`config.mk`:
```
export PLATFORM = sky130hd
export DESIGN_NAME = pwm_capture
export DESIGN_NICKNAME = d
export VERILOG_FILES = /design/src/rtl/pwm_capture.sv
export SDC_FILE = /design/constraint.sdc
export NUM_CORES = 1
export LEC_CHECK = 0
export ABC_AREA = 1
export BUFFER_PORTS_ARGS = -buffer_cell sky130_fd_sc_hd__buf_2
export CAP_MARGIN = 25
export CORE_MARGIN = 2
export CORE_UTILIZATION = 62
export DETAILED_ROUTE_END_ITERATION = 7
export PLACE_DENSITY = 0.81
export REMOVE_ABC_BUFFERS = 1
export SLEW_MARGIN = 20
export SYNTH_ARGS = -nofsm -noshare
export SYNTH_HDL_FRONTEND = slang
export SYNTH_SLANG_ARGS = --single-unit
```
`constraint.sdc`:
```
create_clock -name clk -period 3.25 [get_ports clk]
set_clock_uncertainty 0.05 [all_clocks]
set_input_delay 0.65 -clock clk [delete_from_list [all_inputs] [get_ports clk]]
set_output_delay 0.65 -clock clk [all_outputs]
set_load 0.01 [all_outputs]
```
`src/rtl/pwm_capture.sv`:
```
// pwm_capture: measures an asynchronous PWM input and reports its period,
// high time and duty cycle, where duty = floor(high*2^CTR_LEN/period).
//
// Ports:
//   clk        single clock, all state on the rising edge
//   reset_n    asynchronous active-low reset
//   enable     1 = capture running; 0 = FSM idles, divider aborts, results held
//   pwm_in     asynchronous PWM input
//   duty       decoded duty cycle, saturated to all ones
//   period     last measured period in clk cycles
//   high_time  last measured high time in clk cycles
//   valid      one-cycle pulse when duty/period/high_time update
//   timeout    level, set when no rising edge is seen for 2^CNT_W-1 cycles
//   overrun    sticky, set when a measurement is dropped (divider busy)
module pwm_capture #(
  parameter int CTR_LEN = 6,
  parameter int CNT_W   = 16
) (
  input  logic               clk,
  input  logic               reset_n,
  input  logic               enable,
  input  logic               pwm_in,
  output logic [CTR_LEN-1:0] duty,
  output logic [CNT_W-1:0]   period,
  output logic [CNT_W-1:0]   high_time,
  output logic               valid,
  output logic               timeout,
  output logic               overrun
);

  localparam int DCW = $clog2(CTR_LEN + 1);
  localparam logic [CNT_W-1:0] CNT_MAX = '1;

  typedef enum logic [1:0] {IDLE, HIGH, LOW} state_t;
  state_t state, state_nxt;

  logic s1, s2, s3;
  logic rise, fall;
  logic [CNT_W-1:0] per_cnt, hi_cnt;
  logic cnt_load, per_inc, hi_inc, complete, tmo_evt;

  // divider state
  logic               busy, sat;
  logic [DCW-1:0]     dcnt;
  logic [CNT_W:0]     rem, trial, rem_nxt;
  logic [CNT_W-1:0]   dvs, hi_l;
  logic [CTR_LEN-1:0] q;
  logic               ge, last;

  // 2-flop synchronizer plus one delay stage for edge detection
  always_ff @(posedge clk or negedge reset_n) begin
    if (!reset_n) {s1, s2, s3} <= '0;
    else          {s1, s2, s3} <= {pwm_in, s1, s2};
  end

  assign rise = s2 & ~s3;
  assign fall = ~s2 & s3;

  // Timeout fires once; the held timeout flag suppresses repeats until a
  // rising edge restarts the measurement.
  assign tmo_evt = enable && (per_cnt == CNT_MAX) && !timeout;

  always_ff @(posedge clk or negedge reset_n) begin
    if (!reset_n) state <= IDLE;
    else          state <= state_nxt;
  end

  always_comb begin
    state_nxt = state;
    if (!enable || tmo_evt) state_nxt = IDLE;
    else begin
      case (state)
        IDLE:    if (rise) state_nxt = HIGH;
        HIGH:    if (fall) state_nxt = LOW;
        LOW:     if (rise) state_nxt = HIGH;
        default: state_nxt = IDLE;
      endcase
    end
  end

  always_comb begin
    cnt_load = 1'b0;
    complete = 1'b0;
    per_inc  = 1'b0;
    hi_inc   = 1'b0;
    if (enable && !tmo_evt) begin
      case (state)
        // IDLE keeps counting so a dead input still produces a timeout
        IDLE: begin
          cnt_load = rise;
          per_inc  = !rise && !timeout && (per_cnt != CNT_MAX);
        end
        HIGH: begin
          per_inc = (per_cnt != CNT_MAX);
          hi_inc  = !fall && (hi_cnt != CNT_MAX);
        end
        LOW: begin
          cnt_load = rise;
          complete = rise;
          per_inc  = !rise && (per_cnt != CNT_MAX);
        end
        default: ;
      endcase
    end
  end

  always_ff @(posedge clk or negedge reset_n) begin
    if (!reset_n) begin
      per_cnt <= '0;
      hi_cnt  <= '0;
    end else if (!enable) begin
      per_cnt <= '0;
      hi_cnt  <= '0;
    end else if (cnt_load) begin
      per_cnt <= CNT_W'(1);
      hi_cnt  <= CNT_W'(1);
    end else begin
      if (per_inc) per_cnt <= per_cnt + 1'b1;
      if (hi_inc)  hi_cnt  <= hi_cnt + 1'b1;
    end
  end

  // Restoring divider. Step 0 only tests high >= period (the saturation
  // bit); steps 1..CTR_LEN shift the remainder and produce one quotient
  // bit each. While unsaturated, rem < dvs so the shift fits CNT_W+1 bits.
  assign trial   = (dcnt == '0) ? rem : {rem[CNT_W-1:0], 1'b0};
  assign ge      = trial >= {1'b0, dvs};
  assign rem_nxt = ge ? trial - {1'b0, dvs} : trial;
  assign last    = (dcnt == DCW'(CTR_LEN));

  always_ff @(posedge clk or negedge reset_n) begin
    if (!reset_n) begin
      busy      <= 1'b0;
      sat       <= 1'b0;
      dcnt      <= '0;
      rem       <= '0;
      dvs       <= '0;
      hi_l      <= '0;
      q         <= '0;
      duty      <= '0;
      period    <= '0;
      high_time <= '0;
      valid     <= 1'b0;
      timeout   <= 1'b0;
      overrun   <= 1'b0;
    end else begin
      valid <= 1'b0;
      if (!enable) begin
        busy <= 1'b0;
      end else begin
        if (busy) begin
          rem  <= rem_nxt;
          dcnt <= dcnt + 1'b1;
          if (dcnt == '0) sat <= ge;
          else            q   <= {q[CTR_LEN-2:0], ge};
          if (last) begin
            busy      <= 1'b0;
            valid     <= 1'b1;
            duty      <= sat ? '1 : {q[CTR_LEN-2:0], ge};
            period    <= dvs;
            high_time <= hi_l;
          end
        end
        if (complete) begin
          if (busy) overrun <= 1'b1;
          else begin
            busy <= 1'b1;
            dcnt <= '0;
            sat  <= 1'b0;
            q    <= '0;
            rem  <= {1'b0, hi_cnt};
            dvs  <= per_cnt;
            hi_l <= hi_cnt;
          end
        end
        if (cnt_load) timeout <= 1'b0;
        if (tmo_evt) begin
          timeout   <= 1'b1;
          valid     <= 1'b1;
          duty      <= s2 ? '1 : '0;
          period    <= '1;
          high_time <= '1;
        end
      end
    end
  end

endmodule

```
Word-level counts from Yosys, hierarchy flattened
Index checks and enable logic that the tools add are counted.
- flip-flop bits (word level): 138
- latch bits: 0
- memory bits (writable): 0
- ROM bits: 0
- input port bits: 4
- output and inout bits: 41
- word-level logic and storage cells: 119
- memories: 0
- $add $sub $neg: 4
- $mul: 0
- div/mod/pow operators: 0
- $lt $le $gt $ge: 1
- equal/unequal tests: 10
- shift operators: 0
- mux-type cells: 56
- bitwise logic cells: 5
- reductions and logical operators: 24
- operators with widths (cell ; number):
    2-to-1 mux 16 bit ; 12
    2-to-1 mux 17 bit ; 5
    2-to-1 mux 6 bit ; 9
    adder 16 x 1 -> 16 bit, second input constant ; 2
    inequality test 16 bit, second input constant ; 2
    2-to-1 mux 1 bit ; 22
    greater-or-equal comparator 17 x 16 -> 1 bit ; 1
    subtractor 17 x 16 -> 17 bit ; 1
    == test 16 bit, second input constant ; 1
    2-to-1 mux 3 bit ; 3
    inequality test 3 x 1 -> 1 bit, second input constant ; 3
    AND reduction 3 bit ; 3
    logical AND 1 bit ; 7
    2-to-1 mux 2 bit ; 3
    nonzero test 2 bit ; 3
    zero test 1 bit ; 5
    case mux 2 bit (2 select lines) ; 1
    AND reduction 2 bit ; 2
    adder 3 x 1 -> 3 bit, second input constant ; 1
    == test 3 bit, second input constant ; 1
    zero test 3 bit ; 1
    inequality test 3 bit, second input constant ; 1
    inverter 1 bit ; 3
    case mux 1 bit (3 select lines) ; 1
    6 further kinds ; 7

Longest topological paths before layout
Gate-level depths: netlist of the first run.
- depth in word-level cells: 10
- depth in mapped cells: 23
- mapped depth without buffers: 21

Least setup slack after synthesis of the first run
Ideal clock, no wire load.
- kind: reg-to-reg
- start: register dcnt[0]
- end: register rem[0]
- library setup time: 0.118 ns
- arrival: 2.684 ns
- data required time: 3.082 ns
- slack: 0.398 ns
- cell stages (with the launch flop): 23
- path buffers: 3
- period minus slack after synthesis: 2.852 ns
- cells stage by stage: dfrtp_1 inv_1 ha_1 nand2_2 inv_1 clkbuf_1 nand2_1 o21ai_0 ha_1 buf_2 nand2_1 nand2_1 nand2_1 nand2_1 nand2_1 nand3_1 nand2_2 buf_2 nand3_1 nand2_1 nand2_1 a21oi_1 nor2_1
- cells in the longest elaborated chain, start to end: 7
- elaborated cells on any way between the ends: 8
- those cells by class: add/sub: 1; order compare: 1; mux: 5; reduce/logical: 1
- RTL lines (item ; RTL line ; RTL):
    start, declared ; 44 ; logic [DCW-1:0] dcnt;
    start signal, assigned ; 153 ; dcnt <= dcnt + 1'b1;
    zero test 3 bit * ; 126 ; assign trial = (dcnt == '0) ? rem : {rem[CNT_W-1:0], 1'b0};
    2-to-1 mux 17 bit * ; 126 ;
    subtractor 17 x 16 -> 17 bit or greater-or-equal comparator 17 x 16 -> 1 bit (tied branches) ; 128, 127 ;
    2-to-1 mux 17 bit * ; 128 ; assign rem_nxt = ge ? trial - {1'b0, dvs} : trial;
    2-to-1 mux 17 bit * ; 151 ; if (busy) begin
    2-to-1 mux 17 bit ; 165 ; if (busy) overrun <= 1'b1;
    2-to-1 mux 17 bit * ; 164 ; if (complete) begin
    end signal, assigned ; 152 ; rem <= rem_nxt;
    end signal, assigned ; 171 ; rem <= {1'b0, hi_cnt};
    end, declared ; 45 ; logic [CNT_W:0] rem, trial, rem_nxt;
Every way passes the cells marked *; elsewhere a longest branch is shown, timed or not.
A chain may end at the register's enable or synchronous reset.

Final worst setup path of the first run
- start: register dcnt[0]
- end: register rem[8]
Same word-level chain as after synthesis.

==> results of run 1 <==
[cell usage in the layout, fill, tap and decap left out, types with 4 or more instances in the layout]
cell type,Yosys,routed
nand2_1,302,301
nand2_4,3,4
inv_2,6,7
nor2_4,5,6
bufinv_16,0,5
nor2_1,130,124
buf_4,9,23
o22ai_1,5,5
nand3_1,75,74
nand3_2,3,4
o21ai_0,77,67
nand3b_1,14,14
o21ai_1,0,7
buf_2,12,43
nand2_2,11,10
clkbuf_16,0,17
inv_6,1,4
nand4_1,17,17
o21ai_2,8,11
a21oi_1,79,79
inv_1,137,135
nor3_1,7,7
ha_1,22,19
dfrtp_1,137,137
nor2_2,2,7
xor2_1,21,21
[cell usage after synthesis (all sizes together) (2+ instances only)]
cell,number,share of area
a21oi,80,0.050
and2,2,0.0015
buf,27,0.023
clkbuf,9,0.0041
dfrtp,137,0.42
ha,22,0.034
inv,145,0.067
nand2,316,0.15
nand3,79,0.052
nand3b,14,0.013
nand4,17,0.013
nor2,137,0.068
nor3,8,0.0055
nor3b,2,0.0018
nor4,2,0.0034
o21ai,86,0.057
o21bai,3,0.0027
o22ai,5,0.0038
o31ai,2,0.0018
xor2,21,0.022
[logic make-up (layout without fill, tap and decap cells)]
logic type,Yosys count,after routing
xor gates and xnor gates,21,21
adders and majority gates,23,23
DFF,137,137
buffers and inverters,181,247
AOI/OAI and AO/OA,181,181
and+or+nand+nor,578,578
[state kept, by name, indices dropped and copies added (netlist names)]
| signal | count |
|---|---|
| q | 5 |
| s3 | 1 |
| hi_cnt | 16 |
| s1 | 1 |
| period | 16 |
| hi_l | 16 |
| high_time | 16 |
| state | 2 |
| overrun | 1 |
| dcnt | 3 |
| valid | 1 |
| sat | 1 |
| busy | 1 |
| s2 | 1 |
| per_cnt | 16 |
| dvs | 16 |
| timeout | 1 |
| duty | 6 |
| rem | 17 |
[per-layer routing]
| layer | vias up | GRT usage | wire length (um) |
|---|---|---|---|
| met5 | - | 0 | 0 |
| met4 | 0 | 0.126 | 701 |
| met3 | 58 | 0.0575 | 1620 |
| met2 | 351 | 0.502 | 10100 |
| met1 | 3630 | 0.429 | 9160 |
| li1 | 3704 | - | - |
[metrics by stage]
stage	total power (W)	util	area [sq um]
final	0.00841	0.717	9380
after floorplan	0.00491	-	7980
after global placement	0.00582	0.654	8560
after CTS	0.00808	0.704	9220
after detailed placement	0.00589	0.654	8560
after global routing	0.00904	0.717	9380
[critical path: cells and delay by family, from the launching register on]
family	cells	cell delay, ns
AND/OR/NAND/NOR	12	1.08
buffers and inverters	4	0.47
adder cells (fa/ha/maj)	3	0.85
flip-flops	1	0.39
XOR/XNOR	1	0.19
[timing repair]
item | CTS | global route
pin swaps | 0 | 8
resized for setup | 2 | 31
hold endpoints to repair | 0 | 0
buffers inserted | 0 | 10
endpoints found under the setup margin | 2 | 20
cloned | 0 | 1
[power groups by stage]
stage               Clock, W  Sequential (W)  Combinational [W]
floorplan                  0         0.00217            0.00274
global placement           0         0.00219            0.00364
detailed placement         0         0.00219            0.00369
CTS                  0.00217         0.00217            0.00374
global route         0.00224         0.00221            0.00460
finish               0.00215         0.00218            0.00408
[layout make-up]
cell class | instances | area (sq um) | share of cell area
clock inverter | 13 | 215 | 0.0230
timing repair inverter | 1 | 7.51 | 0.000801
inverter | 145 | 556 | 0.0592
clock buffer | 18 | 439 | 0.0468
sequential | 137 | 3430 | 0.366
multi-input combinational | 803 | 4070 | 0.434
timing repair buffer | 70 | 442 | 0.0471
tap | 176 | 220 | 0.0235
[worst max-delay path by stage]
stage                 start     end  slack (ns)
floorplan           dcnt[0]  rem[3]        0.29
detailed placement  dcnt[0]  rem[8]       0.002
global placement    dcnt[0]  rem[8]        0.05
CTS                 dcnt[0]  rem[7]        0.04
global route        dcnt[0]  rem[8]      -0.005
finish              dcnt[0]  rem[8]        0.16
==> summary.md, run 1 <==
| Metric | Value |
|---|---|
| Outcome | `finished, final reports clean` |
| Post-layout nets | `1202` |
| Port Buffers | `44` |
| CP Class | `reg2reg` |
| CTS tree | `yes` |
| Die Area | `14200 sq um` |
| Post-route ant nets | `0` |
| Mux share of post-synthesis cell area | `0` |
| Final Max Slew Viols | `0` |
| WHS | `0.200 ns` |
| Synth Flop Type | `dfrtp_1` |
| Cell Pwr Density | `897 nW/um^2` |
| Hold-fix buffers at CTS | `0` |
| Internal power | `0.00479 W` |
| Fmax | `0.324 GHz` |
| Largest net degree at the start of global routing | `74` |
| Place WS | `0.00164 ns` |
| GP Congestion | `1.00` |
| Die W | `119 um` |
| VDD IR max | `0.517 mV` |
| Register share of total power | `0.259` |
| Setup ws final | `0.160 ns` |
| Synth Area in Compound Gates | `0.121` |
| Sw power | `0.00362 W` |
| DRC viols | `0` |
| Worst skew pair latency | `0.43 ns` |
| Largest family of logic cells by synthesized area | `simple AND/OR/NAND/NOR gates` |
| Placement Rows | `42` |
| Initial core utilization | `0.627` |
| Setup TNS | `0 ns` |
| Placed cell count | `1321` |
| Fraction of layout cells with a size suffix above 1 | `0.138` |
| Worst Reg-to-Reg Cells | `20` |
| Distinct cells, synth | `45` |
| Post-synthesis simple-gate area fraction | `0.309` |
| FFs w/ async S/R, synth | `1.00` |
| Crit-path max FO | `24` |
| Crit start category | `register` |
| Io pins | `45` |
| Detailed Routing Iterations Pass 1 | `6` |
| Crit path DAT | `3.41 ns` |
| Syn avg cell area | `7.32 sq um` |
| CTS Buf Count | `17` |
| Total Wirelength | `21600 um` |
| FF-to-FF Start | `dcnt[0]` |
| Final Cycle Share | `0.951` |
| Critical Path RT | `3.57 ns` |
| #FFs+latches synth | `137` |
| Crit path top cell by count | `nand2_1` |
| Vias in the first global route | `7167` |
| Clock tree buffer depth | `2` |
| # setup viols final | `0` |
| Area Growth Syn to Fin | `14.3%` |
| Register clock-pin slew on the reported worst setup and hold paths | `0.06 ns` |
| Leakage Power | `4.68 nW` |
| EDFF count, synth | `0` |
| CORE AREA | `13100 sq um` |
| Worst slew pin tran | `0.772 ns` |
| CP Capture Type | `register` |
| Post-Synth XOR/XNOR Area | `0.0224` |
| Clock power frac | `0.256` |
| Antenna violations before repair | `0` |
| CP cell instances | `inv_2 -> ha_2 -> nand2_4 -> buf_6 -> nor2_1 -> inv_1 -> ha_1 -> fa_1 -> inv_1 -> nand3_1 -> nand3_2 -> nand2_1 -> nand2_1 -> xor2_1 -> nand2_1 -> nand2_1 -> nand2_1 -> nand3_1 -> nand2_1 -> nand2_1` |
| Worst r2r dst | `rem[8]` |
| DR vias/cell | `5.68` |
| Grt ovf | `0` |
| Gate count after technology mapping | `1121` |
| Flop-to-flop setup slack | `0.16 ns` |
| Diodes inserted | `0` |
| Die Y | `119 um` |
| Max stage delay on crit path | `0.41 ns` |
| Drt wl/cell | `15.9 um` |
| Synth Area in Adders | `0.0360` |
| CTS root buf | `clkbuf_16` |
| Clk sinks | `137` |
| Switch share | `0.430` |
| Crit-path slowest cell | `fa_1` |
| Crit path time final | `3.09 ns` |
| HP Class | `in2async` |
| Layout fillers | `1016` |
| Yosys warns | `0` |
| 1st-iter DRT viols | `818` |
| Comb pwr share | `0.485` |
| Slew HR | `0.485` |
| CTS H-tree depth | `4` |
| DPL Wire Length | `15000 um` |
| Register area share after synthesis | `0.418` |
| Final hold violations | `0` |
| First-pass GRT wire length | `35200 um` |
| Post-Synthesis Cell Area | `8210 sq um` |
| Total track usage | `0.315` |
| Fin cells | `1363` |
| Max cap viols | `0` |
| DR vias | `7743` |
(Power assumes the default switching activity.)
==> run 2: changes to the inputs <==
--- a/config.mk
+++ b/config.mk
@@ -9,9 +9,9 @@
 export BUFFER_PORTS_ARGS = -buffer_cell sky130_fd_sc_hd__buf_2
 export CAP_MARGIN = 25
 export CORE_MARGIN = 2
-export CORE_UTILIZATION = 62
+export CORE_UTILIZATION = 56
 export DETAILED_ROUTE_END_ITERATION = 7
-export PLACE_DENSITY = 0.81
+export PLACE_DENSITY = 0.77
 export REMOVE_ABC_BUFFERS = 1
 export SLEW_MARGIN = 20
 export SYNTH_ARGS = -nofsm -noshare
==> constraint.sdc (replaced) <==
create_clock -name clk -period 2.5 [get_ports clk]
set_clock_uncertainty 0.05 [all_clocks]
set_input_delay 0.5 -clock clk [delete_from_list [all_inputs] [get_ports clk]]
set_output_delay 0.5 -clock clk [all_outputs]
set_load 0.01 [all_outputs]
==> run 2 against run 1 <==
Compared with the run above: the run now ends with negative setup slack left; global-route usage grew 0.49 points; count of clock-buffer cells in the layout grew 1; via count grew 12%; sequential share of layout area shrank 5.2 points; critical endpoint is now rem[12]; largest cell class unchanged.
==> summary.md, run 2 (synthesized netlist as in run 1, its figures left out) <==
| Metric | Value |
|---|---|
| RSZ-0062 raised after global routing | `yes` |
| Detailed Routing Iterations Pass 1 | `8` |
| Worst Reg-to-Reg Cells | `20` |
| Slew HR | `0.620` |
| DRC viols | `0` |
| Final hold violations | `0` |
| Hold Path Stages | `1` |
| Diodes inserted | `0` |
| Worst min-delay path startpoint | `pwm_in` |
| Fmax | `0.325 GHz` |
| Largest net degree at the start of global routing | `75` |
| Port Buffers | `44` |
| Max cap viols | `0` |
| Crit path time final | `3.08 ns` |
| Crit start category | `register` |
| VDD IR max | `0.923 mV` |
| Setup ws final | `-0.580 ns` |
| Worst Hold Path EP | `s1` |
| Placement Rows | `44` |
| Flop-to-flop setup slack | `-0.58 ns` |
| Die Area | `15600 sq um` |
| Grt ovf | `0` |
| Outcome | `finished, violations left` |
| Post-layout nets | `1290` |
| 1st-iter DRT viols | `995` |
| Crit-path slowest cell | `dfrtp_1` |
| Total track usage | `0.320` |
| Met1 wire length | `10500 um` |
| Leakage Power | `5.24 nW` |
| Worst r2r dst | `rem[12]` |
| Routed length on met2 | `13000 um` |
| DR vias | `8670` |
| Place WS | `-0.477 ns` |
| CTS tree | `yes` |
| Die Y | `125 um` |
| Cell class contributing the biggest share of worst-path delay | `simple AND/OR/NAND/NOR gates` |
| Clk sinks | `137` |
| Max reg flops | `17` |
| # setup viols final | `20` |
| Final core utilization | `0.757` |
| Worst skew pair latency | `0.43 ns` |
| Final Max Slew Viols | `0` |
| First-pass GRT wire length | `40300 um` |
| Violated checks | `negative setup slack` |
| GP Congestion | `0.942` |
| Crit-path max FO | `9` |
| FF-to-FF Start | `dcnt[1]` |
| Crit path top cell by count | `nand2_1` |
| DR top layer | `met4` |
| Most common cell after layout, fill and taps aside | `nand2_1` |
| CP Class | `reg2reg` |
| CTS H-tree depth | `4` |
| Final Cycle Share | `1.23` |
| DPL Wire Length | `15900 um` |
| Buf+Inv Stages, Crit Path | `4` |
| Clock tree buffer depth | `2` |
| Drt wl/cell | `18.5 um` |
| Worst slew pin tran | `0.569 ns` |
| Die W | `125 um` |
| Io pins | `45` |
| CTS root buf | `clkbuf_16` |
| Post-route ant nets | `0` |
| Length of routed met3 wiring | `2500 um` |
| Fraction of layout cells with a size suffix above 1 | `0.295` |
| Most frequent cells in the layout | `nand2_1 (245), dfrtp_1 (137), inv_1 (127)` |
| Critical Path RT | `2.77 ns` |
| Cell Pwr Density | `1360 nW/um^2` |
| Initial core utilization | `0.569` |
| Max stage delay on crit path | `0.38 ns` |
| HP Class | `in2reg` |
| DR vias/cell | `5.94` |
| Reg with most FFs | `rem` |
| CP cell instances | `inv_2 -> ha_4 -> nand2_8 -> clkinvlp_4 -> buf_4 -> o21ai_4 -> ha_4 -> nand2_1 -> nand2_1 -> nand2_2 -> nand2_2 -> nand2_2 -> nand3_4 -> nand2_4 -> buf_12 -> nand3b_1 -> nand2_1 -> nand2_1 -> a21oi_2 -> nor2_1` |
| CTS Buf Count | `17` |
| Area Growth Syn to Fin | `33.1%` |
| Vias in the first global route | `7926` |
| Total Wirelength | `27100 um` |
| CP Capture Type | `register` |
| Register clock-pin slew on the reported worst setup and hold paths | `0.06 ns` |
| CORE AREA | `14400 sq um` |
| Worst setup startpoint | `dcnt[1]` |
| Crit path DAT | `3.35 ns` |
| Antenna violations before repair | `0` |
==> run 2: cell types whose count changed in the layout (fill, tap and decap cells not counted), moves of 13 or more <==
cell and change:
nand3_1 -16, nand2_2 +40, nand3_2 +13, nand2_4 +16, ha_1 -14, buf_4 +70
nand2_1 -56, ha_4 +17
==> run 2: layout make-up <==
class                      instances  area [sq um]
multi-input combinational        805          4830
fill                             930          3500
sequential                       137          3430
timing repair buffer             156          1310
inverter                         145           558
clock buffer                      19           443
tap                              184           230
clock inverter                    13           120
timing repair inverter             1          7.51
==> run 2: through the flow <==
step | power (W) | hold slack [ns] | std cells | area, sq um | TNS, ns
3_5_place_dp | 0.00882 | 0.296 | 1401 | 9210 | -8.84
6_report | 0.0148 | 0.124 | 1460 | 10900 | -9.01
4_1_cts | 0.0129 | 0.119 | 1453 | 10500 | -3.93
5_1_grt | 0.0155 | 0.117 | 1460 | 10900 | -10.20
3_3_place_gp | 0.00872 | 0.286 | 1401 | 9210 | -8.27
2_1_floorplan | 0.00638 | 0.154 | 1085 | 7980 | -7.88
==> run 2: report_power, final <==
| group | total (W) | switching (W) | internal [W] |
|---|---|---|---|
| registers | 0.00286 | 0.000270 | 0.00259 |
| clock network | 0.00244 | 0.00104 | 0.00140 |
| logic | 0.00951 | 0.00546 | 0.00405 |
==> run 2: per-layer routing <==
| metal | up-vias | track usage |
|---|---|---|
| met2 | 572 | 0.512 |
| met1 | 4091 | 0.431 |
| met5 | - | 0 |
| met3 | 112 | 0.0616 |
| met4 | 0 | 0.131 |
| li1 | 3895 | - |
==> run 2: what timing repair did <==
item / CTS / global route
pin swaps: 23 / 43
hold buffers: 1 / 0
gates cloned: 5 / 2
endpoints found under the setup margin: 20 / 20
buffers inserted: 14 / 7
endpoints found under the hold margin: 41 / 0
resized for setup: 124 / 87
==> run 2: worst max-delay path by stage <==
stage | to | depth (start not counted)
2_1_floorplan | rem[3] | 20
3_3_place_gp | rem[6] | 18
3_5_place_dp | rem[12] | 17
4_1_cts | rem[4] | 21
5_1_grt | rem[12] | 22
6_report | rem[12] | 20
